`config.mk`:
```
export PLATFORM = sky130hd
export DESIGN_NAME = ttt_board_flat
export DESIGN_NICKNAME = d
export VERILOG_FILES = /design/src/rtl/ttt_pkg.sv /design/src/rtl/ttt_board_if.sv /design/src/rtl/ttt_line_check.sv /design/src/rtl/ttt_board.sv /design/src/flat_wrapper.sv
export SDC_FILE = /design/constraint.sdc
export NUM_CORES = 1
export LEC_CHECK = 0
export CAP_MARGIN = 20
export CORE_MARGIN = 1.5
export CORE_UTILIZATION = 55
export DETAILED_ROUTE_END_ITERATION = 8
export GPL_TIMING_DRIVEN = 1
export HOLD_SLACK_MARGIN = 0.12
export PLACE_DENSITY = 0.84
export RECOVER_POWER = 50
export SLEW_MARGIN = 15
export SYNTH_ARGS = -nofsm -noshare
export SYNTH_HDL_FRONTEND = slang
export SYNTH_SLANG_ARGS = --single-unit
```
`constraint.sdc`:
```
create_clock -name clk -period 7.14 [get_ports clk]
set_clock_uncertainty 0.2 [all_clocks]
set_input_delay 1.071 -clock clk [delete_from_list [all_inputs] [get_ports clk]]
set_output_delay 1.071 -clock clk [all_outputs]
set_load 0.02 [all_outputs]
```
`src/rtl/ttt_pkg.sv`:
```
// Shared cell encoding and win-line tables for the tic-tac-toe board.
package ttt_pkg;

  typedef enum logic [1:0] {
    CELL_EMPTY = 2'b00,
    CELL_X     = 2'b01,
    CELL_O     = 2'b10
  } cell_t;

  localparam int unsigned BOARD_CELLS = 9;
  localparam int unsigned NUM_LINES   = 8;

  localparam int unsigned WIN_LINES [NUM_LINES][3] = '{
    '{0, 1, 2}, '{3, 4, 5}, '{6, 7, 8},
    '{0, 3, 6}, '{1, 4, 7}, '{2, 5, 8},
    '{0, 4, 8}, '{2, 4, 6}
  };

  // Positions 9..15 read as empty; range is checked separately by the caller.
  function automatic logic [1:0] cell_at(input logic [17:0] board, input logic [3:0] pos);
    cell_at = CELL_EMPTY;
    for (int unsigned i = 0; i < BOARD_CELLS; i++) begin
      if (pos == 4'(i)) cell_at = board[2*i +: 2];
    end
  endfunction

endpackage

```
`src/rtl/ttt_board_if.sv`:
```
// Game FSM <-> board responder signal bundle.
interface ttt_board_if;
  import ttt_pkg::*;

  logic        new_game;
  logic        o_play;
  logic        x_play;
  logic [3:0]  pos_o;
  logic [3:0]  pos_x;
  logic [17:0] cells;
  logic        illegal_move;
  logic        illegal_x;
  logic        win;
  logic [1:0]  winner;
  logic        no_space;
  logic [3:0]  move_count;

  modport master (
    output new_game, o_play, x_play, pos_o, pos_x,
    input  cells, illegal_move, illegal_x, win, winner, no_space, move_count
  );

  modport slave (
    input  new_game, o_play, x_play, pos_o, pos_x,
    output cells, illegal_move, illegal_x, win, winner, no_space, move_count
  );
endinterface

```
`src/rtl/ttt_line_check.sv`:
```
// Combinational detector for a completed row, column or diagonal.
module ttt_line_check
  import ttt_pkg::*;
(
  input  logic [17:0] board,
  output logic        win,
  output logic [1:0]  winner
);

  logic [1:0] a, b, c;

  always_comb begin
    win    = 1'b0;
    winner = CELL_EMPTY;
    a      = CELL_EMPTY;
    b      = CELL_EMPTY;
    c      = CELL_EMPTY;
    for (int unsigned l = 0; l < NUM_LINES; l++) begin
      a = board[2*WIN_LINES[l][0] +: 2];
      b = board[2*WIN_LINES[l][1] +: 2];
      c = board[2*WIN_LINES[l][2] +: 2];
      if (a != CELL_EMPTY && a == b && b == c) begin
        win    = 1'b1;
        winner = a;
      end
    end
  end

endmodule

```
`src/rtl/ttt_board.sv`:
```
// Board-state responder: stores nine cells, applies O/X moves, reports status.
module ttt_board
  import ttt_pkg::*;
(
  input  logic          clk,
  input  logic          rst,
  ttt_board_if.slave    bus
);

  logic [17:0] cells_q, cells_n;
  logic [3:0]  cnt_q, cnt_n;
  logic        win_q, no_space_q;
  logic [1:0]  winner_q;
  logic        legal_o, legal_x;
  logic        wr;
  logic [3:0]  wr_pos;
  logic [1:0]  wr_val;
  logic        lc_win;
  logic [1:0]  lc_winner;

  assign legal_o = (bus.pos_o <= 4'd8) && (cell_at(cells_q, bus.pos_o) == CELL_EMPTY) && !win_q;
  assign legal_x = (bus.pos_x <= 4'd8) && (cell_at(cells_q, bus.pos_x) == CELL_EMPTY) && !win_q;

  // An asserted o_play masks x_play even when the O move itself is rejected.
  always_comb begin
    wr      = 1'b0;
    wr_pos  = '0;
    wr_val  = CELL_EMPTY;
    cells_n = cells_q;
    cnt_n   = cnt_q;
    if (bus.o_play) begin
      if (legal_o) begin
        wr     = 1'b1;
        wr_pos = bus.pos_o;
        wr_val = CELL_O;
      end
    end else if (bus.x_play && legal_x) begin
      wr     = 1'b1;
      wr_pos = bus.pos_x;
      wr_val = CELL_X;
    end
    if (wr) begin
      for (int unsigned i = 0; i < BOARD_CELLS; i++) begin
        if (wr_pos == 4'(i)) cells_n[2*i +: 2] = wr_val;
      end
      cnt_n = (cnt_q == 4'd9) ? 4'd9 : cnt_q + 4'd1;
    end
  end

  ttt_line_check u_line_check (
    .board  (cells_n),
    .win    (lc_win),
    .winner (lc_winner)
  );

  always_ff @(posedge clk or posedge rst) begin
    if (rst) begin
      cells_q    <= '0;
      cnt_q      <= '0;
      win_q      <= 1'b0;
      winner_q   <= CELL_EMPTY;
      no_space_q <= 1'b0;
    end else if (bus.new_game) begin
      cells_q    <= '0;
      cnt_q      <= '0;
      win_q      <= 1'b0;
      winner_q   <= CELL_EMPTY;
      no_space_q <= 1'b0;
    end else if (wr) begin
      cells_q    <= cells_n;
      cnt_q      <= cnt_n;
      win_q      <= lc_win;
      winner_q   <= lc_winner;
      no_space_q <= (cnt_n == 4'd9);
    end
  end

  assign bus.cells        = cells_q;
  assign bus.move_count   = cnt_q;
  assign bus.win          = win_q;
  assign bus.winner       = winner_q;
  assign bus.no_space     = no_space_q;
  assign bus.illegal_move = !legal_o;
  assign bus.illegal_x    = !legal_x;

endmodule

```
`src/flat_wrapper.sv`:
```
// flat-port wrapper written by rule: the top's interface ports become plain ports
module ttt_board_flat import ttt_pkg::*;
  (clk, rst, bus_new_game, bus_o_play, bus_x_play, bus_pos_o, bus_pos_x, bus_cells, bus_illegal_move, bus_illegal_x, bus_win, bus_winner, bus_no_space, bus_move_count);
  ttt_board_if bus_i ();
  input  logic clk;
  input  logic rst;
  input wire logic [$bits(bus_i.new_game)-1:0] bus_new_game;
  input wire logic [$bits(bus_i.o_play)-1:0] bus_o_play;
  input wire logic [$bits(bus_i.x_play)-1:0] bus_x_play;
  input wire logic [$bits(bus_i.pos_o)-1:0] bus_pos_o;
  input wire logic [$bits(bus_i.pos_x)-1:0] bus_pos_x;
  output wire logic [$bits(bus_i.cells)-1:0] bus_cells;
  output wire logic [$bits(bus_i.illegal_move)-1:0] bus_illegal_move;
  output wire logic [$bits(bus_i.illegal_x)-1:0] bus_illegal_x;
  output wire logic [$bits(bus_i.win)-1:0] bus_win;
  output wire logic [$bits(bus_i.winner)-1:0] bus_winner;
  output wire logic [$bits(bus_i.no_space)-1:0] bus_no_space;
  output wire logic [$bits(bus_i.move_count)-1:0] bus_move_count;
  assign bus_i.new_game = bus_new_game;
  assign bus_i.o_play = bus_o_play;
  assign bus_i.x_play = bus_x_play;
  assign bus_i.pos_o = bus_pos_o;
  assign bus_i.pos_x = bus_pos_x;
  assign bus_cells = bus_i.cells;
  assign bus_illegal_move = bus_i.illegal_move;
  assign bus_illegal_x = bus_i.illegal_x;
  assign bus_win = bus_i.win;
  assign bus_winner = bus_i.winner;
  assign bus_no_space = bus_i.no_space;
  assign bus_move_count = bus_i.move_count;
  ttt_board u_core (.clk(clk), .rst(rst), .bus(bus_i));
endmodule
```
== Word level (Yosys, flattened, before mapping) ==
Cells that the tools add are included.

* Bits in registers: 26
* Bits in latches: 0
* Memory bits (writable): 0
* Memory bits (read-only): 0
* Output and inout port bits: 28
* Logic and storage cells: 150
* Memories: 0

* Add/sub/neg operators: 1
* $mul: 0
* Divide/modulo/power cells: 0
* Magnitude comparators: 2
* Equal/unequal tests: 42
* Shift-type cells: 0
* Mux-type cells: 65
* Bitwise logic cells: 0
* Reductions and logical operators: 35

{| class="wikitable"
|+ Operator list
! cell !! count
|-
| 2-bit two-way mux || 39
|-
| 18-bit two-way mux || 3
|-
| 4-bit by 3-bit equality test with 1-bit output (second input constant) || 12
|-
| 2-bit equality test || 16
|-
| 4-bit two-way mux || 7
|-
| 4-bit by 2-bit equality test with 1-bit output (second input constant) || 6
|-
| 1-bit logical AND || 21
|-
| 4-bit equality test (second input constant) || 5
|-
| 1-bit two-way mux || 16
|-
| 4-bit by 1-bit equality test with 1-bit output (second input constant) || 3
|-
| 4-bit logical NOT || 3
|-
| 2-bit nonzero test || 6
|-
| 4-bit less-or-equal comparator (second input constant) || 2
|-
| 4-bit by 1-bit adder with 4-bit output (second input constant) || 1
|-
| 2-bit logical NOT || 2
|-
| 1-bit logical NOT || 3
|}

== Longest topological paths before layout ==
Gate-level depths: netlist of run 1.

* Depth in word-level cells: 32
* Depth in mapped cells: 12
* Gate-level depth less buffers: 10

== Hierarchy ==
A second synthesis of run 1 with hierarchy kept.

* Cell total of the unflattened synthesis: 267
* Area, all modules: 2238.4 µm²

{| class="wikitable"
|+ Modules (own cells, without submodules)
! module !! instances !! cells each !! area an instance (µm²)
|-
| ttt_board || 1 || 191 || 1735.4
|-
| ttt_line_check || 1 || 76 || 503.0
|}

== Least setup slack after synthesis of run 1 ==
OpenSTA, ideal clock, no wires.

* Path kind: input to register
* Start: in bus_pos_x[1]
* End: reg u_core.winner_q[1] (netlist: u_core.bus.winner[1])
* Library setup time: 0.137 ns
* Arrival time: 3.607 ns
* Data required time: 6.803 ns
* Path slack: 3.196 ns
* Stages on the path: 11
* Buffers on the path: 1
* Cell sequence: buf_6 nor4b_1 a2111oi_2 a211oi_4 o211ai_2 and2_1 or3_4 a2111oi_4 mux2i_1 nor4b_1 a211oi_2

* Word-level cells in the longest chain between the ends: 32

{| class="wikitable"
|+ Ends and longest elaborated chain
! element !! line !! text
|-
| start, declared || flat_wrapper.sv:11 || <nowiki>input wire logic [$bits(bus_i.pos_x)-1:0] bus_pos_x;</nowiki>
|-
| 4-bit logical NOT || ttt_pkg.sv:23 || <nowiki>if (pos == 4'(i)) cell_at = board[2*i +: 2];</nowiki>
|-
| 2-bit two-way mux (9 in series) || ttt_pkg.sv:23 ||
|-
| 2-bit logical NOT || ttt_board.sv:22 || <nowiki>assign legal_x = (bus.pos_x <= 4'd8) && (cell_at(cells_q, bus.pos_x) == CELL_EMPTY) && !win_q;</nowiki>
|-
| 1-bit logical AND (2 in series) || ttt_board.sv:22 ||
|-
| 1-bit logical AND || ttt_board.sv:37 || <nowiki>end else if (bus.x_play && legal_x) begin</nowiki>
|-
| 4-bit two-way mux || ttt_board.sv:37 ||
|-
| 4-bit two-way mux || ttt_board.sv:31 || <nowiki>if (bus.o_play) begin</nowiki>
|-
| 4-bit by 1-bit equality test with 1-bit output / 4-bit logical NOT (equally long branches) || ttt_board.sv:44 || <nowiki>if (wr_pos == 4'(i)) cells_n[2*i +: 2] = wr_val;</nowiki>
|-
| 2-bit two-way mux || ttt_board.sv:44 ||
|-
| 18-bit two-way mux || ttt_board.sv:42 || <nowiki>if (wr) begin</nowiki>
|-
| 2-bit equality test / 2-bit nonzero test (equally long branches) || ttt_line_check.sv:22 || <nowiki>if (a != CELL_EMPTY && a == b && b == c) begin</nowiki>
|-
| 1-bit logical AND (2 in series) || ttt_line_check.sv:22 ||
|-
| 2-bit two-way mux (8 in series) || ttt_line_check.sv:22 ||
|-
| 2-bit two-way mux || ttt_board.sv:69 || <nowiki>end else if (wr) begin</nowiki>
|-
| 2-bit two-way mux || ttt_board.sv:63 || <nowiki>end else if (bus.new_game) begin</nowiki>
|-
| end signal, assigned || ttt_board.sv:73 || <nowiki>winner_q <= lc_winner;</nowiki>
|-
| end, declared || ttt_board.sv:13 || <nowiki>logic [1:0] winner_q;</nowiki>
|}

Several ways; a longest one is shown, not always the timed one. The select of a mux whose other input is x is not followed.
A chain may end at the register's enable or synchronous reset.

== Final worst setup path of run 1 ==
* Start: in bus_pos_x[2]
* End: reg u_core.winner_q[1] (netlist: u_core.bus.winner[1])

Same word-level chain as after synthesis.

==> results of run 1 <==
final timing paths:
kind	from	endpoint	slack (ns)
setup / recovery	bus_pos_x[2]	u_core.bus.winner[1]	2.29
min in group asynchronous	rst	u_core.bus.cells[5]	0.96
setup reg to reg	u_core.bus.win	u_core.bus.winner[1]	3.18
max in group asynchronous	rst	u_core.bus.move_count[3]	4.60
hold / removal	u_core.bus.no_space	u_core.bus.no_space	0.35
hold reg to reg	u_core.bus.no_space	u_core.bus.no_space	0.35
sequential cells by signal (all words and copies together) (netlist names):
| register | flops |
|---|---|
| u_core.bus.cells | 18 |
| u_core.bus.move_count | 4 |
| u_core.bus.no_space | 1 |
| u_core.bus.win | 1 |
| u_core.bus.winner | 2 |
power by group through the flow:
stage | logic (mW) | clock network, mW | registers (mW)
after global routing | 0.0965 | 0.128 | 0.155
final | 0.0902 | 0.122 | 0.154
after floorplan | 0.0566 | 0 | 0.160
after detailed placement | 0.0883 | 0 | 0.157
after CTS | 0.0888 | 0.124 | 0.154
after global placement | 0.0883 | 0 | 0.157
metrics by stage:
step	instance area (um2)	hold slack, ns	worst slack [ns]	util
CTS	2878	0.3629	2.318	0.7042
global route	2882	0.3627	2.058	0.7051
floorplan	2394	0.4079	3.196	-
finish	2882	0.3453	2.288	0.7051
detailed placement	2806	0.3467	2.172	0.6868
global placement	2806	0.3107	2.134	0.6868
cells in the mapped netlist (3+ instances only):
library cell / count
sky130_fd_sc_hd__nand3b_1: 4
sky130_fd_sc_hd__nand2b_1: 7
sky130_fd_sc_hd__dfrtp_1: 26
sky130_fd_sc_hd__nand2_1: 13
sky130_fd_sc_hd__mux2i_1: 4
sky130_fd_sc_hd__nor3_1: 19
sky130_fd_sc_hd__a31o_2: 3
sky130_fd_sc_hd__nor4b_1: 4
sky130_fd_sc_hd__and3_1: 4
sky130_fd_sc_hd__inv_1: 8
sky130_fd_sc_hd__o21ai_2: 3
sky130_fd_sc_hd__or3_1: 8
sky130_fd_sc_hd__a211oi_1: 5
sky130_fd_sc_hd__a22oi_1: 3
sky130_fd_sc_hd__or2_1: 3
sky130_fd_sc_hd__o31ai_1: 4
sky130_fd_sc_hd__nor3b_1: 5
sky130_fd_sc_hd__nor2b_1: 3
sky130_fd_sc_hd__nor2_1: 52
sky130_fd_sc_hd__nand3_1: 9
sky130_fd_sc_hd__a21oi_1: 12
sky130_fd_sc_hd__clkbuf_1: 5
sky130_fd_sc_hd__o21a_1: 3
sky130_fd_sc_hd__a31oi_1: 6
sky130_fd_sc_hd__nor4_1: 5
sky130_fd_sc_hd__o21ai_0: 5
per-layer routing:
layer,GRT usage,part of all wire,vias up
li1,-,-,1170
met1,0.4985,0.41,1207
met2,0.5252,0.44,203
met3,0.07143,0.12,22
met4,0.1078,0.027,0
met5,0,0,-
cells in the final DEF (no fill, tap or decap), types with 4 or more instances in the layout:
cell type	n
sky130_fd_sc_hd__nor3_1	19
sky130_fd_sc_hd__inv_1	8
sky130_fd_sc_hd__and3_1	4
sky130_fd_sc_hd__dlygate4sd3_1	15
sky130_fd_sc_hd__nor3b_1	5
sky130_fd_sc_hd__nand2_1	13
sky130_fd_sc_hd__dfrtp_1	26
sky130_fd_sc_hd__nand3_1	9
sky130_fd_sc_hd__a211oi_1	5
sky130_fd_sc_hd__a31oi_1	6
sky130_fd_sc_hd__nand3b_1	4
sky130_fd_sc_hd__nor4_1	5
sky130_fd_sc_hd__o21ai_0	5
sky130_fd_sc_hd__mux2i_1	4
sky130_fd_sc_hd__clkdlybuf4s50_1	25
sky130_fd_sc_hd__or3_1	8
sky130_fd_sc_hd__nand2b_1	7
sky130_fd_sc_hd__nor2_1	52
sky130_fd_sc_hd__a21oi_1	12
sky130_fd_sc_hd__nor4b_1	4
sky130_fd_sc_hd__o31ai_1	4
kinds of logic (layout without fill, tap and decap cells):
kind of cell             Yosys count  after routing  synth area share
flip-flops                        26             26            0.2718
adder cells (fa/ha/maj)            2              2           0.01045
multiplexers                       7              7           0.04025
XOR/XNOR                           1              1          0.003660
buffers and inverters             17             53           0.03345
AND/OR/NAND/NOR                  148            148            0.3262
AO/OA/AOI/OAI                     83             83            0.3142
worst register-to-register path, stage by stage (launching register included):
cell and delay (ns):
sky130_fd_sc_hd__dfrtp_1 0.46, sky130_fd_sc_hd__nor3b_1 0.64, sky130_fd_sc_hd__nand3b_1 0.23, sky130_fd_sc_hd__a211oi_4 0.43, sky130_fd_sc_hd__o211ai_2 0.16, sky130_fd_sc_hd__and2_1 0.23, sky130_fd_sc_hd__or3_4 0.35, sky130_fd_sc_hd__a2111oi_4 0.43
sky130_fd_sc_hd__mux2i_1 0.26, sky130_fd_sc_hd__nor4b_1 0.37, sky130_fd_sc_hd__a211oi_2 0.08
final cells by class:
class                      instances  area [um2]  share of cell area
multi-input combinational        241        1663              0.5771
sequential                        26       650.6              0.2258
timing repair buffer              41       404.1              0.1403
tap                               50       62.56             0.02171
clock buffer                       3       41.29             0.01433
clock inverter                     1       30.03             0.01042
inverter                           8       30.03             0.01042
==> flow_summary.rst, run 1 <==
.. list-table::
   :header-rows: 1

   * - Metric
     - Value
   * - Global-route wire length before repair
     - 12.01 mm
   * - Most frequent cell on the critical path
     - sky130_fd_sc_hd__nor4b_1
   * - Worst r2r path cells
     - 10
   * - Crit path largest cell delay
     - 0.64 ns
   * - Power per cell area
     - 127.0 nW/um2
   * - Initial antenna violation count
     - 0
   * - Cell depth of the worst setup path
     - 11
   * - Area fraction of the dominant cell type after synthesis
     - 0.2718
   * - Crit-path max FO
     - 15
   * - Leftover overflow at the end of global routing
     - 0
   * - Final-report hold violation count
     - 0
   * - Worst slew pin tran
     - 1.051 ns
   * - Mapped Nets
     - around 300
   * - Die footprint
     - 4757 um2
   * - Share of final-layout standard cells stronger than drive strength 1
     - 0.09688
   * - RSZ-0062 raised after global routing
     - false
   * - Clk slew on worst S/H paths
     - 0.09 ns
   * - Critical Path Slowest Stage Cell
     - sky130_fd_sc_hd__clkdlybuf4s50_1
   * - Root buffer selected by CTS
     - sky130_fd_sc_hd__clkbuf_8
   * - Routability cong.
     - between 0.9 and 1
   * - Switch Pwr
     - 0.1074 mW
   * - Final-report setup violation count
     - 0
   * - Worst hold path class
     - reg -> reg
   * - Largest net degree at the start of global routing
     - 28
   * - Iteration count of the initial detailed-routing pass
     - 6
   * - Number of cell rows
     - 23
   * - Chip Width
     - 68.97 um
   * - Summed negative setup slack over all endpoints
     - 0 ns
   * - Hold Path Depth
     - 2
   * - Total clock buffers created by CTS
     - 3
   * - H-tree levels
     - 1
   * - Main flop type after synthesis
     - sky130_fd_sc_hd__dfrtp_1
   * - Cts repair resizes
     - 0
   * - Clk sink count
     - 26
   * - Required @ worst endpoint
     - between 7 and 8 ns
   * - I/O pins
     - 41
   * - Die H
     - 68.97 um
   * - Number of enable flip-flop cells after synthesis
     - 0
   * - Yosys warning total
     - 0
   * - Inserted Diodes
     - 0
   * - Vias
     - 2602
   * - Number of unique standard cell types used by synthesis
     - 76
   * - Sequential area share after synthesis
     - 0.2718
   * - Avg WL per Cell
     - 21.00 um
   * - Relative slew margins
     - 0.2899
   * - Sequence of cells on the critical path
     - clkdlybuf4s50_1 -> nor4b_1 -> a311o_1 -> a2bb2oi_2 -> o2bb2ai_4 -> a21oi_1 -> or3_4 -> a2111oi_4 -> mux2i_1 -> nor4b_1 -> a211oi_2
   * - Worst VDD drop
     - 0.0001175 V
   * - Number of nets in the layout
     - 336
   * - Combinational cell fraction of total power
     - 0.246
   * - Hold buffers post-CTS
     - 0
   * - Count of nets left with antenna violations after detail routing
     - 0
   * - All-layer global routing usage
     - 0.3482
   * - Mean post-synth cell area
     - 8.428 um2
   * - Cell family with most CP delay
     - compound AO/OA/AOI/OAI gates
   * - Sum of internal, switching and leakage power
     - around 0.37 mW
   * - Critical path arrival
     - 4.81 ns
   * - Peak clock frequency supported by timing
     - approximately 210 MHz
   * - Post-DP HPWL
     - 5.871 mm
   * - CP startpoint kind
     - input port
   * - Internal power consumption
     - 0.2586 mW
   * - Post-DR vias/cell
     - 7.032
   * - Core Area
     - between 4000 and 5000 um2
   * - Maximum count of clock buffers along a single path
     - 2
   * - Switching Fraction
     - 0.2935
   * - Largest area contributor in the synthesized netlist
     - sky130_fd_sc_hd__dfrtp_1
   * - Status
     - complete, no violations
   * - Share of flip-flops with an asynchronous set or reset
     - 1.000
   * - Number of slew-limit violations in the final report
     - 0
   * - Clock tree from TritonCTS
     - built
   * - Critical Setup Path Class
     - in -> reg
   * - Starting DRT DRC Count
     - around 360
   * - Placed Cells
     - 365
   * - Post CTS Setup Buffer Count
     - 0
   * - P&R area growth vs syn
     - 20.39%
   * - Post-synthesis register bit count
     - 26
   * - Number of global-route vias before repair
     - 2299
   * - Final cell count without fillers
     - 370
   * - Instance count of the mapped netlist
     - 284
   * - DRC violation count after routing
     - 0
   * - Fraction of power consumed by the clock network
     - 0.332
   * - Area of the mapped netlist
     - 2394 um2
   * - Max Cap Violations
     - 0
   * - Buf+Inv Stages, Crit Path
     - 1
   * - LEAKAGE
     - 1.091 nW
   * - Crit share post-route
     - 0.6796
   * - Final wirelength
     - 7.771 mm
   * - Input/output buffers
     - 40
   * - Leading cell types by total area after synthesis
     - sky130_fd_sc_hd__dfrtp_1 (27%), sky130_fd_sc_hd__nor2_1 (8.2%), sky130_fd_sc_hd__nor3_1 (4.0%)
   * - Fill cells
     - 322
   * - Worst-skew pair later-pin latency
     - about 0.28 ns
   * - Final min period
     - 4.852 ns
   * - Capturing element type of the critical path
     - register
   * - Initial Utilization
     - 0.5857
   * - Sequential cell fraction of total power
     - 0.422
No activity file was read; power rests on OpenSTA's default activity.
==> run 2: changes to the inputs <==
Settings changed: CORE_UTILIZATION 55 to 49, PLACE_DENSITY 0.84 to 0.8.
Clock period 7.14 ns to 4 ns, I/O delays scaled along.
==> run 2 against run 1 <==
Net effect: global-route usage fell by 1.1 points; clock power rose by 46%; cell area rose by 19%; critical path depth stayed put; core utilization is 2.1 points higher; sequential power is 79% higher; sequential share of layout area is 3.6 points lower; cell count grew 22%; power increased by 78%; hold slack worse by 0.0060 ns; via count rose by 12%; critical path type unchanged.
==> flow_summary.rst, run 2 (synthesized netlist as in run 1, its figures left out) <==
.. list-table::
   :header-rows: 1

   * - Metric
     - Value
   * - Sequence of cells on the critical path
     - clkdlybuf4s50_1 -> mux4_2 -> a22o_1 -> a22oi_1 -> a21boi_1 -> or2_1 -> nor3_1 -> o32ai_1 -> nor4b_1 -> buf_4 -> a211oi_2
   * - Largest net degree at the start of global routing
     - 27 (-3.6%)
   * - Core Area
     - 4723 um2 (+16%)
   * - Share of final-layout standard cells stronger than drive strength 1
     - 0.2701 (+0.1733)
   * - Flip-flop count of the largest register after layout
     - 18 (unchanged)
   * - Maximum count of clock buffers along a single path
     - 2 (unchanged)
   * - Capturing element type of the critical path
     - register
   * - Total clock buffers created by CTS
     - 3 (unchanged)
   * - Peak clock frequency supported by timing
     - 257.5 MHz
   * - Sum of internal, switching and leakage power
     - 0.6503 mW (+78%)
   * - Avg WL per Cell
     - 19.20 um (-8.6%)
   * - Power per cell area
     - 189.6 nW/um2 (+49%)
   * - Highest Signal Layer
     - met4
   * - Wire length the detailed router placed on met1
     - 3.546 mm (+11%)
   * - CP startpoint kind
     - input port
   * - Routability cong.
     - 1.067 (+7.7%)
   * - Worst slew pin tran
     - 0.7037 ns (-0.3476 ns)
   * - Max Cap Violations
     - 0 (unchanged)
   * - Final wirelength
     - 8.678 mm (+12%)
   * - Initial antenna violation count
     - 0 (unchanged)
   * - Number of global-route vias before repair
     - 2804 (+22%)
   * - Leftover overflow at the end of global routing
     - 0 (unchanged)
   * - Die footprint
     - 5313 um2 (+12%)
   * - Initial Utilization
     - 0.5068 (-0.07898)
   * - Post CTS Setup Buffer Count
     - 0 (unchanged)
   * - Final min period
     - 3.883 ns
   * - All-layer global routing usage
     - 0.3370 (-0.01122)
   * - Inserted Diodes
     - 0 (unchanged)
   * - Crit-path max FO
     - 6 (-9)
   * - Global-route wire length before repair
     - 13.76 mm (+15%)
   * - Number of cell rows
     - 25 (+8.7%)
   * - Wire length on met2
     - 4.079 mm (+19%)
   * - Worst-skew pair later-pin latency
     - 0.28 ns (about the same)
   * - Number of nets in the layout
     - 401 (+19%)
   * - Vias
     - 2903 (+12%)
   * - Post-DR vias/cell
     - 6.423 (-8.7%)
   * - Iteration count of the initial detailed-routing pass
     - 5 (-1)
   * - Final-report setup violation count
     - 0 (unchanged)
   * - Relative slew margins
     - 0.5309 (+0.2409)
   * - Summed negative setup slack over all endpoints
     - 0 ns (unchanged)
   * - Cell family with most CP delay
     - simple AND/OR/NAND/NOR gates
   * - LEAKAGE
     - 1.413 nW (+30%)
   * - Status
     - complete, no violations
   * - DRC violation count after routing
     - 0 (unchanged)
   * - Chip Width
     - 72.89 um (+5.7%)
   * - Worst VDD drop
     - 0.0001184 V (+0.78%)
   * - Critical Setup Path Class
     - in -> reg
   * - Crit path largest cell delay
     - 0.65 ns (about the same)
   * - Post-DP HPWL
     - 6.568 mm (+12%)
   * - I/O pins
     - 41 (unchanged)
   * - P&R area growth vs syn
     - 43.34%
   * - Starting DRT DRC Count
     - 260 (-29%)
   * - Clock tree from TritonCTS
     - built
   * - Count of nets left with antenna violations after detail routing
     - 0 (unchanged)
   * - Clk slew on worst S/H paths
     - 0.09 ns (about the same)
   * - Worst hold path class
     - reg -> reg
   * - Number of slew-limit violations in the final report
     - 0 (unchanged)
   * - Critical Path Slowest Stage Cell
     - sky130_fd_sc_hd__mux4_2
   * - Routed length on met3
     - 764 um (-17%)
   * - Hold buffers post-CTS
     - 0 (unchanged)
   * - Die H
     - 72.89 um (+5.7%)
   * - Critical path arrival
     - 3.85 ns (-0.96 ns)
   * - Buf+Inv Stages, Crit Path
     - 2 (+1)
   * - Final-report hold violation count
     - 0 (unchanged)
   * - Root buffer selected by CTS
     - sky130_fd_sc_hd__clkbuf_8
   * - H-tree levels
     - 1 (unchanged)
   * - Cts repair resizes
     - 2 (+2)
   * - Required @ worst endpoint
     - 3.97 ns (-3.12 ns)
   * - Clk sink count
     - 26 (unchanged)
   * - Commonest non-fill, non-tap cell in the layout
     - sky130_fd_sc_hd__buf_4
   * - Most frequent cells in the layout
     - sky130_fd_sc_hd__buf_4 (65), sky130_fd_sc_hd__nor2_1 (51), sky130_fd_sc_hd__dfrtp_1 (26), sky130_fd_sc_hd__clkdlybuf4s50_1 (25), sky130_fd_sc_hd__nor3_1 (19)
   * - Core utilization of the finished layout
     - 0.7264 (+0.02121)
   * - Crit share post-route
     - 0.9708
   * - Input/output buffers
     - 40 (unchanged)
run 2: area by class of cell:
class,count,area (um2)
clock buffer,4,55.05
inverter,8,30.03
tap,67,83.83
sequential,26,650.6
multi-input combinational,241,1717
fill,375,1292
timing repair buffer,106,894.6
run 2: path summary, 6_finish.rpt:
kind	from	to	slack, ns	cells after the start
setup / recovery	bus_pos_o[0]	u_core.bus.winner[1]	0.12	11
max in group asynchronous	rst	u_core.bus.win	2.00	3
setup reg to reg	u_core.bus.cells[10]	u_core.bus.winner[1]	0.44	11
hold reg to reg	u_core.bus.no_space	u_core.bus.no_space	0.34	2
min in group asynchronous	rst	u_core.bus.cells[2]	0.59	2
hold / removal	u_core.bus.no_space	u_core.bus.no_space	0.34	2
run 2: power breakdown:
part	leakage (nW)	switching [mW]	internal, mW
Clock	0.0288	0.0892	0.0883
Sequential	0.360	0.00752	0.268
Combinational	1.02	0.111	0.0864
run 2: worst register-to-register path: stages (launching register included):
cell	delay (ns)
sky130_fd_sc_hd__dfrtp_1	0.54
sky130_fd_sc_hd__nor2_1	0.08
sky130_fd_sc_hd__mux4_2	0.59
sky130_fd_sc_hd__a22o_1	0.27
sky130_fd_sc_hd__a22oi_1	0.21
sky130_fd_sc_hd__a21boi_1	0.18
sky130_fd_sc_hd__or2_1	0.30
sky130_fd_sc_hd__nor3_1	0.33
sky130_fd_sc_hd__o32ai_1	0.16
sky130_fd_sc_hd__nor4b_1	0.34
sky130_fd_sc_hd__buf_4	0.18
sky130_fd_sc_hd__a211oi_2	0.05
run 2: routing by layer:
metal	vias up	global-route usage
met2	191	0.5556
li1	1304	-
met1	1369	0.4459
met4	0	0.1342
met5	-	0
met3	39	0.04696
run 2: per-stage QoR:
stage                     instances  hold WS [ns]  worst slack (ns)  cell area, um2
after floorplan                 284        0.4079            0.5266            2394
after global placement          447        0.3147           -0.2485            3316
after detailed placement        447        0.3256           -0.3652            3316
after CTS                       451        0.3438           0.06985            3390
after global routing            452        0.3623          -0.03291            3431
final                           452        0.3392            0.1168            3431
